<file path="src/rtl/keypad_scanner.sv">
// 4x4 matrix keypad scanner: walks one active-low row per scan tick, debounces
// presses and releases, and emits a one-clk key_valid pulse with {row,col} code.
module keypad_scanner #(
    parameter int CLK_DIV      = 50000,
    parameter int DEBOUNCE_CNT = 4
) (
    input  logic       clk,
    input  logic       rst,
    input  logic [3:0] col_in,
    output logic [3:0] row_out,
    output logic [3:0] key_code,
    output logic       key_valid,
    output logic       key_held
);

    localparam int             PW        = $clog2(CLK_DIV);
    localparam logic [PW-1:0]  PRESC_MAX = PW'(CLK_DIV - 1);
    localparam logic [3:0]     DEB       = 4'(DEBOUNCE_CNT);

    typedef enum logic [1:0] {
        S_SCAN     = 2'd0,
        S_DEBOUNCE = 2'd1,
        S_HELD     = 2'd2,
        S_RELEASE  = 2'd3
    } state_t;

    logic [3:0]    r_sync1;
    logic [3:0]    r_col_s;
    logic [PW-1:0] r_presc;
    state_t        r_state;
    logic [1:0]    r_row_idx;
    logic [3:0]    r_col_pat;
    logic [3:0]    r_cnt;
    logic [3:0]    r_key_code;
    logic          r_key_valid;

    logic          w_tick;
    logic          w_col_valid;
    logic [1:0]    w_col_idx;
    logic [3:0]    w_cnt_inc;
    state_t        w_state_nxt;
    logic [1:0]    w_row_idx_nxt;
    logic [3:0]    w_col_pat_nxt;
    logic [3:0]    w_cnt_nxt;
    logic          w_accept;

    assign w_tick    = (r_presc == PRESC_MAX);
    assign w_cnt_inc = r_cnt + 4'd1;

    // A single low column is a valid key; all-high is idle, multiple lows are ghosting.
    always_comb begin
        w_col_valid = 1'b1;
        w_col_idx   = 2'd0;
        case (r_col_s)
            4'b1110: w_col_idx = 2'd0;
            4'b1101: w_col_idx = 2'd1;
            4'b1011: w_col_idx = 2'd2;
            4'b0111: w_col_idx = 2'd3;
            default: w_col_valid = 1'b0;
        endcase
    end

    // Synchronizer and prescaler
    always_ff @(posedge clk) begin
        if (rst) begin
            r_sync1 <= 4'b1111;
            r_col_s <= 4'b1111;
            r_presc <= '0;
        end else begin
            r_sync1 <= col_in;
            r_col_s <= r_sync1;
            r_presc <= w_tick ? '0 : r_presc + PW'(1);
        end
    end

    // FSM state register (with the datapath registers it steers)
    always_ff @(posedge clk) begin
        if (rst) begin
            r_state     <= S_SCAN;
            r_row_idx   <= 2'd0;
            r_col_pat   <= 4'b1111;
            r_cnt       <= 4'd0;
            r_key_code  <= 4'd0;
            r_key_valid <= 1'b0;
        end else begin
            r_state     <= w_state_nxt;
            r_row_idx   <= w_row_idx_nxt;
            r_col_pat   <= w_col_pat_nxt;
            r_cnt       <= w_cnt_nxt;
            r_key_valid <= w_accept;
            if (w_accept)
                r_key_code <= {r_row_idx, w_col_idx};
        end
    end

    // FSM next-state logic; everything moves only on a scan tick.
    always_comb begin
        w_state_nxt   = r_state;
        w_row_idx_nxt = r_row_idx;
        w_col_pat_nxt = r_col_pat;
        w_cnt_nxt     = r_cnt;
        w_accept      = 1'b0;
        if (w_tick) begin
            case (r_state)
                S_SCAN: begin
                    if (w_col_valid) begin
                        w_col_pat_nxt = r_col_s;
                        w_cnt_nxt     = 4'd1;
                        if (DEB == 4'd1) begin
                            w_accept    = 1'b1;
                            w_state_nxt = S_HELD;
                        end else begin
                            w_state_nxt = S_DEBOUNCE;
                        end
                    end else begin
                        w_row_idx_nxt = r_row_idx + 2'd1;
                    end
                end
                S_DEBOUNCE: begin
                    if (r_col_s == r_col_pat) begin
                        w_cnt_nxt = w_cnt_inc;
                        if (w_cnt_inc >= DEB) begin
                            w_accept    = 1'b1;
                            w_state_nxt = S_HELD;
                        end
                    end else begin
                        // Same row is resampled on the next tick.
                        w_cnt_nxt   = 4'd0;
                        w_state_nxt = S_SCAN;
                    end
                end
                S_HELD: begin
                    if (r_col_s == 4'b1111) begin
                        if (DEB == 4'd1) begin
                            w_cnt_nxt     = 4'd0;
                            w_row_idx_nxt = r_row_idx + 2'd1;
                            w_state_nxt   = S_SCAN;
                        end else begin
                            w_cnt_nxt   = 4'd1;
                            w_state_nxt = S_RELEASE;
                        end
                    end
                end
                S_RELEASE: begin
                    if (r_col_s == 4'b1111) begin
                        w_cnt_nxt = w_cnt_inc;
                        if (w_cnt_inc >= DEB) begin
                            w_cnt_nxt     = 4'd0;
                            w_row_idx_nxt = r_row_idx + 2'd1;
                            w_state_nxt   = S_SCAN;
                        end
                    end else begin
                        w_cnt_nxt   = 4'd0;
                        w_state_nxt = S_HELD;
                    end
                end
                default: w_state_nxt = S_SCAN;
            endcase
        end
    end

    // FSM outputs
    always_comb begin
        row_out  = ~(4'b0001 << r_row_idx);
        key_held = (r_state == S_HELD) || (r_state == S_RELEASE);
    end

    assign key_code  = r_key_code;
    assign key_valid = r_key_valid;

endmodule

</file>
<file path="config.mk">
export PLATFORM = sky130hd
export DESIGN_NAME = keypad_scanner
export DESIGN_NICKNAME = d
export VERILOG_FILES = /design/src/rtl/keypad_scanner.sv
export SDC_FILE = /design/constraint.sdc
export NUM_CORES = 1
export LEC_CHECK = 0
export ABC_AREA = 1
export ABC_CLOCK_PERIOD_IN_PS = 1600
export CORE_MARGIN = 2
export CORE_UTILIZATION = 56
export CTS_CLUSTER_SIZE = 30
export DETAILED_ROUTE_END_ITERATION = 12
export DONT_BUFFER_PORTS = 1
export PLACE_DENSITY = 0.71
export SYNTH_ARGS = -nofsm -noshare
export SYNTH_HDL_FRONTEND = slang
export SYNTH_SLANG_ARGS = --single-unit
</file>
<file path="constraint.sdc">
create_clock -name clk -period 1.6 [get_ports clk]
set_clock_uncertainty 0.2 [all_clocks]
set_input_delay 0.08 -clock clk [delete_from_list [all_inputs] [get_ports clk]]
set_output_delay 0.08 -clock clk [all_outputs]
set_load 0.01 [all_outputs]
</file>
Yosys cells after proc, flatten, opt, wreduce, memory -nomap -nowiden
Cells that the tools add are included.

operators by class
  shifts and indexed selects = 1
  bitwise operators = 1
  add/subtract/negate cells = 3
  magnitude comparators = 1
  mux-type cells = 23
  reductions and logical operators = 9
  eq/ne operators = 17

operators with widths
  kind                   number
  $mux 4                 5
  $mux 2                 9
  $add 16x1->16 const B  1
  $eq 16x16->1 const B   1
  $eq 4x4->1 const B     4
  $pmux 4 s4             1
  $ne 2x2->1 const B     5
  $reduce_and 5->1       2
  $pmux 2 s4             1
  $ne 3x3->1 const B     2
  $pmux 2 s3             1
  $reduce_and 3->1       2
  $mux 1                 5
  $add 4x1->4 const B    1
  $eq 2x2->1 const B     2
  $eq 4x3->1 const B     1
  $eq 4x4->1             1
  $ge 4x3->1 const B     1
  $not 4->4              1
  $pmux 2 s2             1
  $reduce_or 4->1        1
  $shl 1x2->4 const A    1
  $add 2x1->2 const B    1
  $eq 2x1->1 const B     1
  other kinds (4)        4

storage, ports and cells
  input bits = 6
  flip-flop bits (word level) = 41
  output and inout bits = 10
  logic and storage cells = 64

Longest topological paths before layout
Gate-level depths: netlist of the first run.

  word-level depth = 6
  depth in mapped cells = 10
  mapped depth without buffers = 10

Worst setup path before layout of the first run
No wires, ideal clock.

  kind = register to register
  start = register r_presc[0]
  end = register r_col_pat[0]
  setup time = 0.128 ns
  required time = 1.272 ns
  clock period less this slack = 1.596 ns
  buffers on the path = 0
  slack = 0.004 ns
  stages on the path, launching flop included = 9
  arrival = 1.268 ns
  cells stage by stage = dfxtp_1 > ha_1 > nand3_1 > nor2_2 > nand3_2 > inv_1 > nand3_4 > nand2_1 > o211ai_1

on the way
  word-level cells in the longest chain between the ends = 2

RTL lines
  element                            RTL line  RTL
  start, declared                    29        logic [PW-1:0] r_presc;
  start signal, assigned             72        r_presc <= w_tick ? '0 : r_presc + PW'(1);
  $eq 16x16->1                       47        assign w_tick = (r_presc == PRESC_MAX);
  $reduce_and 3->1 (no source line)  --
  end signal, assigned               88        r_col_pat <= w_col_pat_nxt;
  end, declared                      32        logic [3:0] r_col_pat;

Every way passes these cells.
A chain may end at the register's enable or synchronous reset.

Worst setup path in the final report of the first run
  start = register r_cnt[1]
  end = register r_row_idx[0]

on the way
  word-level cells in the longest chain between the ends = 4

RTL lines
  element                            RTL line  RTL
  start, declared                    33        logic [3:0] r_cnt;
  start signal, assigned             89        r_cnt <= w_cnt_nxt;
  $add 4x1->4                        48        assign w_cnt_inc = r_cnt + 4'd1;
  $ge 4x3->1                         147       if (w_cnt_inc >= DEB) begin
  $ne 2x2->1 (no source line)        --
  $reduce_and 5->1 (no source line)  --
  end signal, assigned               87        r_row_idx <= w_row_idx_nxt;
  end, declared                      31        logic [1:0] r_row_idx;

Every way passes these cells.

==> results.md, run 1 <==
* Largest family of logic cells by synthesized area: simple AND/OR/NAND/NOR gates
* CTS clk-pin slew, worst paths at 0.13 ns
* Crit path DAT at 1.68 ns
* Nets at 334
* Antenna violations before repair at 0
* Die width at 64.33 microns
* Initial Util at 59.67%
* Synth top cells by count: 59 x nand2_1, 41 x dfxtp_1, 40 x nor2_1
* Sequential-to-total area share from yosys stat at 40.27%
* CP dominant cell by count: nand2_1
* # setup viols final at 3
* Final-report hold violation count at 0
* Gpl congestion at between 0.8 and 0.9
* Worst-margin pin slew at 0.3784 ns
* Top Ports at 16
* Crit path depth at 8
* Clock buffer depth at 2
* Final Util at approximately four fifths
* H-tree depth at 2
* Synth Area per Inst at 7.305 sq um
* Total clock buffers created by CTS at 5
* Setup ws final at -0.01258 ns
* Number of global-route vias before repair at 1741
* CP required at 1.67 ns
* First-pass GRT wire length at 7203 microns
* Endpoint of the worst register-to-register path: r_row_idx[0]
* Crit path largest cell delay at 0.36 ns
* Layout cells sized above 1 at 42.41%
* P&R area growth vs syn at 33.21%
* Crit path max-delay family: simple AND/OR/NAND/NOR gates
* Post-Synthesis Net Count at 291
* Most common cell in the netlist: nand2_1
* # rows at 21
* Pin count of the biggest net entering global routing at 17
* RSZ-0062 raised after global routing: yes
* Synth Area in Simple Gates at 37.08%
* Critical path buffers and inverters at 0
* DRT antenna net count at 0
* Clock Sink Count at 41
* Complex-gate fraction of the synthesized area at 7.673%
* Detailed Place HPWL at 2920 microns
* Syn Inst Count at 279
* Yosys top cell by area: dfxtp_1
* Total gr overflow at 0
* Worst Hold Class: in -> reg
* Worst setup endpoint: r_row_idx[0]
* IO buf count at 0
* Die ar. at 4138 sq um
* Synth Area in XOR/XNOR at approximately 2.1%
* R2r worst-path depth at 8
* Clk root buf: clkbuf_4
* Cell Chain, Critical Path: ha_2, xor2_2, nor2_4, a21oi_2, nand2_1, nand2_1, nand2_1, nor2_1
* Final Cycle Share at 100.8%
* Synth Cell Area at about 2000 sq um
* Max-slew violation total from the final report at 0
* Height of the die at about 64 microns
* Yosys reg bits at 41
* CP max FO at 4
* Worst Setup Path Type: reg -> reg
* Finished layout cell area at 2715 sq um
* Fmax at slightly above 0.6 GHz
* Pwr Density at slightly below 700 nW/um^2
* Share of the synthesized area in the top cell type at approximately two fifths
* Leakage at 1.256 nW
* Multiplexer area fraction after synthesis at 0%
* Vias/cell at 5.076
* Crit-path slowest cell: dfxtp_2
* Final Hold Slack at 0.1477 ns
* Worst skew pair latency at 0.36 ns
* Most used DFF post-synth: dfxtp_1
* Number of synthesized flops with an enable pin at 0
* Final critical-path required period at 1.613 ns
* DRC errors left at 0
* Non-filler cells in the finished layout at roughly 370
* Distinct cells, synth at 34
* Top post-synthesis cells by area: dfxtp_1 40%, nand2_1 11%, nor2_1 7.4%, inv_1 7.0%, ha_1 3.7%
* Failing checks: setup timing
* Status: finished with violations
* Final WL at 4580 microns
* DR WL/cell at 12.41 microns
* Placed cells at 348
* Iteration-0 DRC Markers at 96
* Post-synthesis adder-cell area fraction at 3.683%
* Yosys warning count at 0
* All-Layer GR Usage at ~22%
* Relative slew margins at 74.69%
* Max Cap Viol at 0
* Vias at 1873
* DRT Pass-1 Iters at 4
* Placed Area at 2290 sq um
* FFs w/ async S/R, synth at 0%
* Reg-to-reg setup timing slack at -0.01 ns
* CTS tree: done
* Worst setup SP type: flop
* Core ar. at between 3000 and 4000 sq um
* Worst setup path startpoint: r_cnt[1]
* Critical path endpoint category: flop
* Antenna diode count at 0
* RR Startpoint: r_cnt[1]
* Worst VDD drop at 0.0006333 V
[state kept, by name, indices dropped and copies added, names as in the netlist]
name       cells
r_col_pat      4
r_state        2
r_col_s        4
key_code       4
r_cnt          4
r_presc       16
key_valid      1
r_sync1        4
r_row_idx      2
[cells in the final DEF (no fill, tap or decap), types with 6 or more instances in the layout]
cell type / count
buf_4: 31
nand2_1: 45
inv_2: 10
a21oi_2: 6
inv_1: 33
nor2_2: 6
nand3_2: 6
nor3_1: 6
dfxtp_2: 14
or2_2: 8
nand2_2: 18
nor2_1: 33
dfxtp_1: 24
a21oi_1: 8
[kinds of logic (layout without fill, tap and decap cells)]
logic type | Yosys count | after routing
buffers and inverters | 48 | 92
flip-flops | 41 | 41
XOR/XNOR | 5 | 5
AND/OR/NAND/NOR | 152 | 152
AO/OA/AOI/OAI | 27 | 27
adder cells (fa/ha/maj) | 6 | 6
[area by class of cell]
type,count,area (sq um)
clock buffers,5,37.54
clock inverters,3,46.29
fillers,246,700.7
inverters,44,167.7
multi-input cells,190,1220
flip-flops and latches,41,849.6
well taps,46,57.56
repair buffers,40,336.6
[per-layer routing]
layer	up-vias	global-route usage (%)	share of wire, %
li1	960	-	-
met2	35	38.02	53
met3	7	5.986	3.2
met5	-	0	0
met4	0	9.309	1.3
met1	871	26.97	43
[per-stage QoR]
stage	setup WS [ns]	TNS [ns]	total power, W
after floorplan	0.004136	0	0.001123
after global placement	-0.08051	-0.9587	0.001158
after detailed placement	-0.1096	-1.619	0.001160
after CTS	-0.04844	-0.1255	0.001863
after global routing	-0.1865	-1.585	0.001921
final	-0.01258	-0.02980	0.001854
[worst min-delay path by stage]
stage / from / endpoint / slack (ns) / cells past startpoint
CTS: col_in[0] / r_sync1[0] / 0.13 / 2
finish: col_in[3] / r_sync1[3] / 0.15 / 2
global route: col_in[3] / r_sync1[3] / 0.13 / 2
floorplan: rst / key_valid / -0.05 / 1
detailed placement: rst / key_valid / -0.05 / 1
global placement: rst / key_valid / -0.05 / 1
[power breakdown]
| part | internal [W] | leakage [nW] | switching (W) |
|---|---|---|---|
| clock | 0.000331 | 0.0414 | 0.000357 |
| sequential | 0.00103 | 0.339 | 0.0000134 |
| combinational | 0.0000537 | 0.876 | 0.0000650 |
| total | 0.00142 | 1.26 | 0.000436 |
[what timing repair did]
item,in CTS,in global routing
endpoints found under the hold margin,41,0
endpoints found under the setup margin,30,25
cloned,0,0
hold buffers,5,0
resized for setup,23,56
setup buffers,1,7
pin swaps,11,15
Power figures use the tool's default switching activity.
==> run 2: changes to the inputs <==
--- a/config.mk
+++ b/config.mk
@@ -6,13 +6,14 @@
 export NUM_CORES = 1
 export LEC_CHECK = 0
 export ABC_AREA = 1
-export ABC_CLOCK_PERIOD_IN_PS = 1600
+export ABC_CLOCK_PERIOD_IN_PS = 1800
 export CORE_MARGIN = 2
-export CORE_UTILIZATION = 56
+export CORE_UTILIZATION = 62
 export CTS_CLUSTER_SIZE = 30
 export DETAILED_ROUTE_END_ITERATION = 12
 export DONT_BUFFER_PORTS = 1
-export PLACE_DENSITY = 0.71
+export PLACE_DENSITY = 0.75
+export RECOVER_POWER = 50
 export SYNTH_ARGS = -nofsm -noshare
 export SYNTH_HDL_FRONTEND = slang
 export SYNTH_SLANG_ARGS = --single-unit
==> constraint.sdc (replaced) <==
create_clock -name clk -period 1.8 [get_ports clk]
set_clock_uncertainty 0.2 [all_clocks]
set_input_delay 0.09 -clock clk [delete_from_list [all_inputs] [get_ports clk]]
set_output_delay 0.09 -clock clk [all_outputs]
set_load 0.01 [all_outputs]
==> results.md, run 2 (synthesis gave the netlist of run 1 again) <==
* # rows at 20 (was 21)
* DR WL/cell at 10.98 microns (was 12.41 microns)
* Relative slew margins at 78.81% (was 74.69%)
* # setup viols final at 0 (was 3)
* Most flops, register: r_presc (unchanged)
* Status: complete, no violations (was finished with violations)
* Final Util at 74.55% (was 79.49%)
* RR Startpoint: r_presc[4] (was r_cnt[1])
* Fmax at 0.5848 GHz (was 0.6201 GHz)
* Leakage at 1.067 nW (was 1.256 nW)
* Detailed Place HPWL at 2653 microns (was 2920 microns)
* Reg-to-reg setup timing slack at 0.09 ns (was -0.01 ns)
* Crit path DAT at 1.80 ns (was 1.68 ns)
* First-pass GRT wire length at 6009 microns (was 7203 microns)
* Final WL at 3734 microns (was 4580 microns)
* Endpoint of the worst register-to-register path: r_presc[12] (was r_row_idx[0])
* Worst-margin pin slew at 0.3168 ns (was 0.3784 ns)
* CTS clk-pin slew, worst paths at 0.11 ns (was 0.13 ns)
* Commonest non-fill, non-tap cell in the layout: nand2_1 (unchanged)
* P&R area growth vs syn at 12.58% (was 33.21%)
* Iteration-0 DRC Markers at 97 (was 96)
* Pwr Density at 645.1 nW/um^2 (was 683.0 nW/um^2)
* Gpl congestion at 0.7699 (was 0.8036)
* Top Ports at 16 (unchanged)
* Crit path largest cell delay at 0.48 ns (was 0.36 ns)
* IO buf count at 0 (unchanged)
* Antenna violations before repair at 0 (unchanged)
* Vias at 1685 (was 1873)
* Number of global-route vias before repair at 1399 (was 1741)
* Min-Delay Endpoint: r_sync1[3] (unchanged)
* R2r worst-path depth at 7 (was 8)
* Hold path startpoint: col_in[3] (unchanged)
* Crit-path slowest cell: dfxtp_1 (was dfxtp_2)
* Crit path max-delay family: simple AND/OR/NAND/NOR gates (unchanged)
* Core ar. at 3078 sq um (was 3416 sq um)
* H-tree depth at 2 (unchanged)
* Final critical-path required period at 1.710 ns (was 1.613 ns)
* Die ar. at 3762 sq um (was 4138 sq um)
* Vias/cell at 4.956 (was 5.076)
* Die width at 61.34 microns (was 64.33 microns)
* Clk root buf: clkbuf_4 (unchanged)
* Total gr overflow at 0 (unchanged)
* Nets at 308 (was 334)
* Final-report hold violation count at 0 (unchanged)
* Hold path cells at 2 (unchanged)
* Height of the die at 61.34 microns (was 64.33 microns)
* Final Cycle Share at 95.00% (was 100.8%)
* Max-slew violation total from the final report at 0 (unchanged)
* FILL cells at 268 (was 246)
* TNS Setup at 0 ns (was -0.02980 ns)
* Total clock buffers created by CTS at 5 (unchanged)
* Critical path endpoint category: flop (unchanged)
* Commonest cells after routing, fill and taps aside: 60 x nand2_1, 40 x nor2_1, 37 x inv_1 (was 45 x nand2_1, 33 x inv_1, 33 x nor2_1)
* Antenna diode count at 0 (unchanged)
* Worst VDD drop at 0.0004348 V (was 0.0006333 V)
* DRC errors left at 0 (unchanged)
* Setup WS pre-CTS at 0.03783 ns (was -0.1096 ns)
* Worst Setup Path Type: reg -> reg (unchanged)
* Cell Chain, Critical Path: nand3_2, inv_2, nand2_4, nor3_4, nand2_2, or2_0, a21oi_2 (was ha_2, xor2_2, nor2_4, a21oi_2, nand2_1, nand2_1, nand2_1, nor2_1)
* CP max FO at 6 (was 4)
* Critical path buffers and inverters at 1 (was 0)
* Layout cells sized above 1 at 19.93% (was 42.41%)
* Clock buffer depth at 2 (unchanged)
* Clock Sink Count at 41 (unchanged)
* Worst setup SP type: flop (unchanged)
* Setup ws final at 0.09004 ns (was -0.01258 ns)
* Worst skew pair latency at 0.35 ns (was 0.36 ns)
* DRT Pass-1 Iters at 4 (unchanged)
* CTS tree: done (unchanged)
* Max reg flops at 16 (unchanged)
* Worst setup path startpoint: r_presc[4] (was r_cnt[1])
* DRT antenna net count at 0 (unchanged)
* Worst Hold Class: in -> reg (unchanged)
* All-Layer GR Usage at 22.05% (was 22.50%)
* Pin count of the biggest net entering global routing at 17 (unchanged)
* Initial Util at 66.22% (was 59.67%)
* Max Cap Viol at 0 (unchanged)
* CP required at 1.89 ns (was 1.67 ns)
[run 2: changes by cell type in the layout (fill, tap and decap cells not counted), sizes merged]
cell      before  now
clkbuf         5    8
bufinv         1    0
clkinvlp       1    0
buf           35    8
inv           44   43
[run 2: layout make-up]
cell class	instances	area (sq um)	area share (%)
Multi-Input combinational cell	190	1074	46.78
Timing Repair Buffer	14	113.9	4.962
Clock buffer	7	55.05	2.399
Tap cell	44	55.05	2.399
Sequential cell	41	832.0	36.26
Inverter	44	165.2	7.197
[run 2: worst max-delay path by stage]
| stage | end | cells after the start |
|---|---|---|
| floorplan | r_col_pat[0] | 8 |
| global placement | key_code[2] | 8 |
| detailed placement | key_code[3] | 8 |
| CTS | key_code[3] | 8 |
| global route | r_state[1] | 9 |
| finish | r_presc[12] | 7 |
[run 2: stage by stage]
stage / total power, W / hold WS (ns) / cells / area (sq um)
final: 0.001480 / 0.1702 / 340 / 2295
after global routing: 0.001543 / 0.1520 / 340 / 2295
after CTS: 0.001494 / 0.1547 / 339 / 2237
after detailed placement: 0.001018 / -0.03174 / 327 / 2132
after global placement: 0.001017 / -0.03524 / 327 / 2132
after floorplan: 0.0009982 / -0.03762 / 279 / 2038
[run 2: worst reg2reg max path: cells and delay by family (launching register included)]
family,cells,cell delay [ns]
simple gates,5,0.76
flops,1,0.48
buf+inv,1,0.11
compound gates,1,0.11
[run 2: per-layer routing]
metal	share of wire [%]	GRT usage, %	wire length (microns)
met1	50	29.66	1875
met2	44	33.13	1647
met3	4.2	7.353	157
met4	1.4	8.207	53
met5	0	0	0
[run 2: report_power, final]
| group | internal [W] | switching (W) |
|---|---|---|
| Combinational | 0.0000355 | 0.0000448 |
| Clock | 0.000185 | 0.000281 |
| Sequential | 0.000921 | 0.0000130 |
| Total | 0.00114 | 0.000339 |
[run 2: timing repair]
action	CTS	global route
gates resized for setup	0	17
endpoints found under the setup margin	0	31
hold endpoints to repair	41	0
buffers inserted	0	1
hold buffers	5	0
